===== src/rtl/game_sequencer.sv =====
// Serve/play/miss/win sequencer for the brick-breaker game.
// Optional pause support is compiled in with GAME_SEQUENCER_PAUSE_EN.
module game_sequencer #(
    parameter int LIVES       = 3,
    parameter int SERVE_TICKS = 4,
    parameter int MISS_ROW    = 15
) (
    input  logic        clock,
    input  logic        reset,
    input  logic        tick,
    input  logic        start,
    input  logic [55:0] Bricks,
    input  logic [3:0]  Ball_rowIndex,
`ifdef GAME_SEQUENCER_PAUSE_EN
    input  logic        pause,
`endif
    output logic        ball_run,
    output logic        ball_serve,
    output logic        bricks_rst_n,
    output logic [1:0]  lives,
    output logic [2:0]  state,
    output logic        win,
    output logic        game_over
);

    typedef enum logic [2:0] {
        IDLE  = 3'd0,
        SERVE = 3'd1,
        PLAY  = 3'd2,
        MISS  = 3'd3,
        WIN   = 3'd4,
`ifdef GAME_SEQUENCER_PAUSE_EN
        OVER  = 3'd5,
        PAUSE = 3'd6
`else
        OVER  = 3'd5
`endif
    } state_t;

    localparam logic [1:0] LIVES_INIT = 2'(LIVES);
    localparam logic [2:0] SERVE_LEN  = 3'(SERVE_TICKS);
    localparam logic [3:0] MISS_IDX   = 4'(MISS_ROW);

    state_t     cur_state, nxt_state;
    logic [1:0] lives_nxt;
    logic [2:0] serve_cnt, serve_cnt_nxt;
    logic       serve_nxt, bricks_rst_n_nxt;
    logic       miss_hit, board_clear;

    assign state       = cur_state;
    assign board_clear = (Bricks == 56'd0);
    assign miss_hit    = tick && (Ball_rowIndex == MISS_IDX);

`ifdef GAME_SEQUENCER_PAUSE_EN
    logic pause_q, pause_rise;

    assign pause_rise = pause && !pause_q;

    always_ff @(posedge clock or posedge reset) begin
        if (reset)
            pause_q <= 1'b0;
        else
            pause_q <= pause;
    end
`endif

    // Every output is registered from the next-state decision so it lines up with state.
    always_ff @(posedge clock or posedge reset) begin
        if (reset) begin
            cur_state    <= IDLE;
            lives        <= 2'd0;
            serve_cnt    <= 3'd0;
            ball_run     <= 1'b0;
            ball_serve   <= 1'b0;
            bricks_rst_n <= 1'b1;
            win          <= 1'b0;
            game_over    <= 1'b0;
        end else begin
            cur_state    <= nxt_state;
            lives        <= lives_nxt;
            serve_cnt    <= serve_cnt_nxt;
            ball_run     <= (nxt_state == PLAY);
            ball_serve   <= serve_nxt;
            bricks_rst_n <= bricks_rst_n_nxt;
            win          <= (nxt_state == WIN);
            game_over    <= (nxt_state == OVER);
        end
    end

    always_comb begin
        nxt_state        = cur_state;
        lives_nxt        = lives;
        serve_cnt_nxt    = serve_cnt;
        serve_nxt        = 1'b0;
        bricks_rst_n_nxt = 1'b1;
        case (cur_state)
            IDLE, WIN, OVER: begin
                if (start) begin
                    nxt_state        = SERVE;
                    serve_nxt        = 1'b1;
                    bricks_rst_n_nxt = 1'b0;
                    lives_nxt        = LIVES_INIT;
                    serve_cnt_nxt    = 3'd0;
                end
            end
            SERVE: begin
                if (tick) begin
                    serve_cnt_nxt = serve_cnt + 3'd1;
                    if (serve_cnt + 3'd1 == SERVE_LEN)
                        nxt_state = PLAY;
                end
            end
            PLAY: begin
                // An empty board wins even when the ball is lost in the same cycle.
`ifdef GAME_SEQUENCER_PAUSE_EN
                if (pause_rise)
                    nxt_state = PAUSE;
                else if (board_clear)
`else
                if (board_clear)
`endif
                    nxt_state = WIN;
                else if (miss_hit)
                    nxt_state = MISS;
            end
            MISS: begin
                lives_nxt = (lives == 2'd0) ? 2'd0 : lives - 2'd1;
                if (lives <= 2'd1) begin
                    nxt_state = OVER;
                end else begin
                    nxt_state     = SERVE;
                    serve_nxt     = 1'b1;
                    serve_cnt_nxt = 3'd0;
                end
            end
`ifdef GAME_SEQUENCER_PAUSE_EN
            PAUSE: begin
                if (pause_rise)
                    nxt_state = PLAY;
            end
`endif
            default: nxt_state = IDLE;
        endcase
    end

endmodule


===== config.mk =====
export PLATFORM = sky130hd
export DESIGN_NAME = game_sequencer
export DESIGN_NICKNAME = d
export VERILOG_FILES = /design/src/rtl/game_sequencer.sv
export SDC_FILE = /design/constraint.sdc
export NUM_CORES = 1
export LEC_CHECK = 0
export ABC_AREA = 1
export CORE_MARGIN = 2
export CORE_UTILIZATION = 29
export CTS_CLUSTER_DIAMETER = 120
export DETAILED_ROUTE_END_ITERATION = 10
export PLACE_DENSITY = 0.76
export SLEW_MARGIN = 20
export SYNTH_ARGS = -nofsm -noshare
export SYNTH_HDL_FRONTEND = slang
export SYNTH_SLANG_ARGS = --single-unit

===== constraint.sdc =====
create_clock -name clock -period 2 [get_ports clock]
set_clock_uncertainty 0.15 [all_clocks]
set_input_delay 0.5 -clock clock [delete_from_list [all_inputs] [get_ports clock]]
set_output_delay 0.5 -clock clock [all_outputs]
set_load 0.005 [all_outputs]

==> Word-level counts from Yosys, hierarchy flattened <==
Cells that the tools add are included.
Widths: inputs -> output; s select.
{ "classes": {"addsub": 2, "n_lt_le_gt_ge": 1, "eq_ne": 13, "muxes": 19, "reduce_logical": 9} }
{ "ops": {"columns": ["cell", "n"], "rows": [
  ["$logic_not 56->1", 1],
  ["$mux 3", 9],
  ["$eq 3x3->1 const B", 5],
  ["$pmux 3 s4", 1],
  ["$eq 3x2->1 const B", 3],
  ["$pmux 3 s3", 1],
  ["$ne 2x2->1 const B", 3],
  ["$eq 4x4->1 const B", 1],
  ["$mux 1", 4],
  ["$mux 2", 2],
  ["$pmux 2 s2", 1],
  ["$reduce_and 4->1", 1],
  ["$add 3x1->3 const B", 1],
  ["$eq 3x1->1 const B", 1],
  ["$logic_not 3->1", 1],
  ["$reduce_bool 3->1", 1],
  ["$reduce_or 3->1", 1],
  ["$le 2x1->1 const B", 1],
  ["$logic_not 2->1", 1],
  ["$pmux 1 s2", 1],
  ["$reduce_and 2->1", 1],
  ["$reduce_bool 2->1", 1],
  ["$sub 2x1->2 const B", 1],
  ["$logic_and 1x1->1", 1]
]} }
{ "totals": {"regBits": 13, "inputBits": 64} }

==> Logic depth before layout (Yosys ltp) <==
{ "depth": {"depth_word": 6, "depth_mapped": 10} }

==> Worst setup path after synthesis <==
OpenSTA, ideal clock, no wires.
{ "synth_timing": {"path_type": "register to register", "startpoint": "reg serve_cnt[0]", "endpoint": "reg ball_run", "arrival_ns": 1.225, "t_required_ns": 1.779, "path_slack_ns": 0.554, "path_stages_with_launch": 9, "path_buffers": 0, "path_cell_list": "dfrtp_1 > ha_1 > xor2_1 > nand2_1 > o21ai_0 > nand2_1 > inv_2 > nand2_2 > nor2_1"} }
{ "synth_between": {"elab_chain_len": 6} }
{ "synth_rtl": {"columns": ["element", "line", "text"], "rows": [
  ["start, declared", "46", "logic [2:0] serve_cnt, serve_cnt_nxt;"],
  ["start signal, assigned", "81", "serve_cnt <= serve_cnt_nxt;"],
  ["$add 3x1->3", "109", "if (serve_cnt + 3'd1 == SERVE_LEN)"],
  ["$eq 3x3->1", "109", null],
  ["$mux 3", "109", null],
  ["$mux 3", "107", "if (tick) begin"],
  ["$pmux 3 s4", "96", "case (cur_state)"],
  ["named net nxt_state[0]", "44", "state_t cur_state, nxt_state;"],
  ["$eq 3x2->1", "82", "ball_run <= (nxt_state == PLAY);"],
  ["end signal, assigned", "82", null],
  ["end, declared", "17", "output logic ball_run,"]
]} }
The timed path passes the listed nets, and every way through them passes these cells.
A chain may end at the register's enable or synchronous reset.

==> Final worst setup path <==
{ "layout_timing": {"startpoint": "reg bricks_rst_n", "endpoint": "out bricks_rst_n"} }
{ "layout_lines": {"columns": ["element", "line", "text"], "rows": [
  ["start, declared", "19", "output logic bricks_rst_n,"],
  ["start signal, assigned", "84", "bricks_rst_n <= bricks_rst_n_nxt;"]
]} }
No word-level cell between the ends.

==> summary.txt <==
Worst setup path
  – Arr. time, crit path: 1.26 ns
  – Family with the most delay on the worst path: flip-flops
  – Critical Path RT: 1.35 ns
  – Crit. path cell count: 1
  – CP max FO: 1
  – Worst path buffer plus inverter count: 1
  – CP Capture Type: output port
  – Slowest library cell on the worst path: dfstp_2
  – Startpoint Class: flip-flop
  – Worst Setup Path Type: reg2out
  – Worst path max stage delay: 0.51 ns
  – Cell Chain, Critical Path: clkdlybuf4s50_1
  – R2R cell count: 8

CTS
  – H-tree levels: 1
  – CTS buffer count: 3
  – Worst-Skew Late Latency: 0.26 ns
  – Clock sink count: 13
  – Worst-path clk slew: 0.07 ns
  – Buffers from clock root to sink, at most: 2
  – Root Buffer: clkbuf_4
  – Setup bufs post-CTS: 0
  – TritonCTS clock tree: done

Layout
  – Layout cell share with drive strength beyond 1: 0.0754
  – Register area: 328 sq um
  – Design area: 0.00161 sq mm
  – Fin nets: 266
  – Area Overhead vs Synth: 97.5%
  – N_diodes: 0
  – Multi-input logic area: 445 sq um
  – Final Instance Count excl. Fillers: 230
  – Fillers: 262
  – Util after Layout: 0.596

Global routing
  – Largest net degree at the start of global routing: 14
  – Tot GR Track Use: 0.162
  – Gr ovfl total: 0
  – Vias in the first global route: 1049
  – Initial antenna violation count: 0
  – First-pass GRT wire length: 4.11 mm

Hold path
  – Worst min path class: reg2reg
  – Worst hold path depth: 1

Placed design
  – Port bufs: 73
  – Hpwl dp: 2.24 mm
  – Gpl congestion: 0.823
  – Area after detailed placement: 0.00159 sq mm
  – Placed Cells: 226

Yosys
  – Area leader, netlist: dfrtp_1
  – Synthesized flop and latch total: 13
  – Commonest cells post-synth: 48 x nor2_1, 26 x nand2_1, 12 x dfrtp_1, 9 x inv_1, 5 x o21ai_0
  – Cell Area, Synth: 817 sq um
  – EDFF count, synth: 0
  – Area fraction of the dominant cell type after synthesis: 0.368
  – Ranking of synthesized cells by area: dfrtp_1 37%, nor2_1 22%, nand2_1 12%, inv_1 4.1%, dfstp_2 3.2%
  – Main flop type after synthesis: dfrtp_1
  – Avg Cell Area, Syn: 6.70 sq um
  – FFs w/ async S/R, synth: 1.00
  – Most common cell in the netlist: nor2_1
  – Mapped Cells: 122
  – Register area share after synthesis: 0.400
  – Yosys warning count: 0
  – Synth unique cells: 17
  – Synthesized Nets: 188

STA
  – Fmax: 522 MHz
  – Final hold slack: 0.371 ns
  – Final-report setup violation count: 0
  – Final Cycle Share: 0.957
  – Slew Limit Fails: 0
  – Worst-Margin Slew: 0.488 ns
  – Setup TNS after final layout: 0 ns
  – Final hold violations: 0
  – RSZ-0062 raised after global routing: no
  – Final min period: 1.91 ns
  – Max-slew headroom: 0.674

Die
  – Rows: 19
  – Die area: 0.00326 sq mm
  – DIE HEIGHT: 57.1 um
  – Num ports: 74
  – Starting Density: 0.301
  – Core Footprint: 0.00271 sq mm
  – Die W: 57.1 um

Detailed routing
  – First-pass DRT Iterations: 4
  – Number of DRC markers in iteration 0: 14
  – Via Count: 1031
  – DR WL/cell: 10.8 um
  – Antenna-violating nets left: 0
  – Routed WL: 2.49 mm
  – DR DRC count: 0
  – Vias/cell: 4.48

Job
  – Maxcap violations: 0

Power
  – PwrDens: 606 mW/mm^2
  – Peak supply drop: 514 uV
  – Lkg Pwr: 0.693 nW

Status
  – Status: completed
## final timing paths
kind | slack, ns | to | start
max | 0.09 | bricks_rst_n | bricks_rst_n$_DFF_PP1_
max reg2reg | 0.38 | win$_DFF_PP0_ | serve_cnt[0]$_DFFE_PP0P_
min in group asynchronous | 0.40 | serve_cnt[2]$_DFFE_PP0P_ | reset
min | 0.37 | serve_cnt[0]$_DFFE_PP0P_ | serve_cnt[0]$_DFFE_PP0P_
max in group asynchronous | 0.95 | state[1]$_DFF_PP0_ | reset
min reg2reg | 0.37 | serve_cnt[0]$_DFFE_PP0P_ | serve_cnt[0]$_DFFE_PP0P_
## cell usage in the layout, fill, tap and decap left out
cell type / instances
nor3_4: 1
inv_2: 3
clkbuf_4: 3
nand3_1: 3
clkbuf_1: 1
dfrtp_1: 11
o21ai_0: 5
xor2_1: 1
a21oi_1: 2
nor2_2: 2
nand2_2: 2
nand2_1: 26
mux2i_1: 1
dfrtp_2: 1
inv_1: 9
ha_1: 2
nor3_2: 2
dfstp_2: 1
nand4_1: 2
nor2_1: 48
clkdlybuf4s50_1: 73
## kinds of logic after synthesis
group / Yosys count / synth area share
adders and majority gates: 2 / 0.0306
muxes: 1 / 0.0123
and+or+nand+nor: 86 / 0.449
xor gates and xnor gates: 1 / 0.0107
AOI/OAI and AO/OA: 7 / 0.0429
DFF: 13 / 0.400
buffers and inverters: 12 / 0.0551
## through the flow
| step | power (W) | worst slack, ns |
|---|---|---|
| 6_report | 0.000977 | 0.0856 |
| 5_1_grt | 0.00107 | 0.0458 |
| 4_1_cts | 0.000989 | 0.0435 |
| 3_5_place_dp | 0.000829 | -0.00367 |
| 3_3_place_gp | 0.000810 | 0.0685 |
| 2_1_floorplan | 0.000590 | 0.554 |
## repair_timing
| action | 4_1_cts | 5_1_grt |
|---|---|---|
| hold buffers | 0 | 0 |
| hold endpoints to repair | 0 | 0 |
| resized for setup | 0 | 1 |
| setup endpoints to repair | 0 | 1 |
## final cells by class
cell class / count / area share
clock buffers: 4 / 0.0163
multi-input cells: 97 / 0.276
flip-flops and latches: 13 / 0.203
well taps: 31 / 0.0240
inverters: 12 / 0.0279
repair buffers: 73 / 0.453
## where the power goes
group	internal [W]	total, W	switching [W]
combinational	0.000256	0.000440	0.000184
sequential	0.000331	0.000385	0.0000537
clock	0.0000771	0.000153	0.0000757
total	0.000664	0.000977	0.000314
## registers in the layout, indices dropped and copies added (netlist names)
signal and count:
ball_run 1, ball_serve 1, bricks_rst_n 1, game_over 1, lives 2, serve_cnt 3, state 3, win 1
## per-layer routing
layer	track usage	up-vias	share of wire
li1	-	531	-
met1	0.153	456	0.35
met2	0.315	38	0.57
met3	0.0385	6	0.060
met4	0.0864	0	0.022
met5	0	-	0
Power figures use the tool's default switching activity.
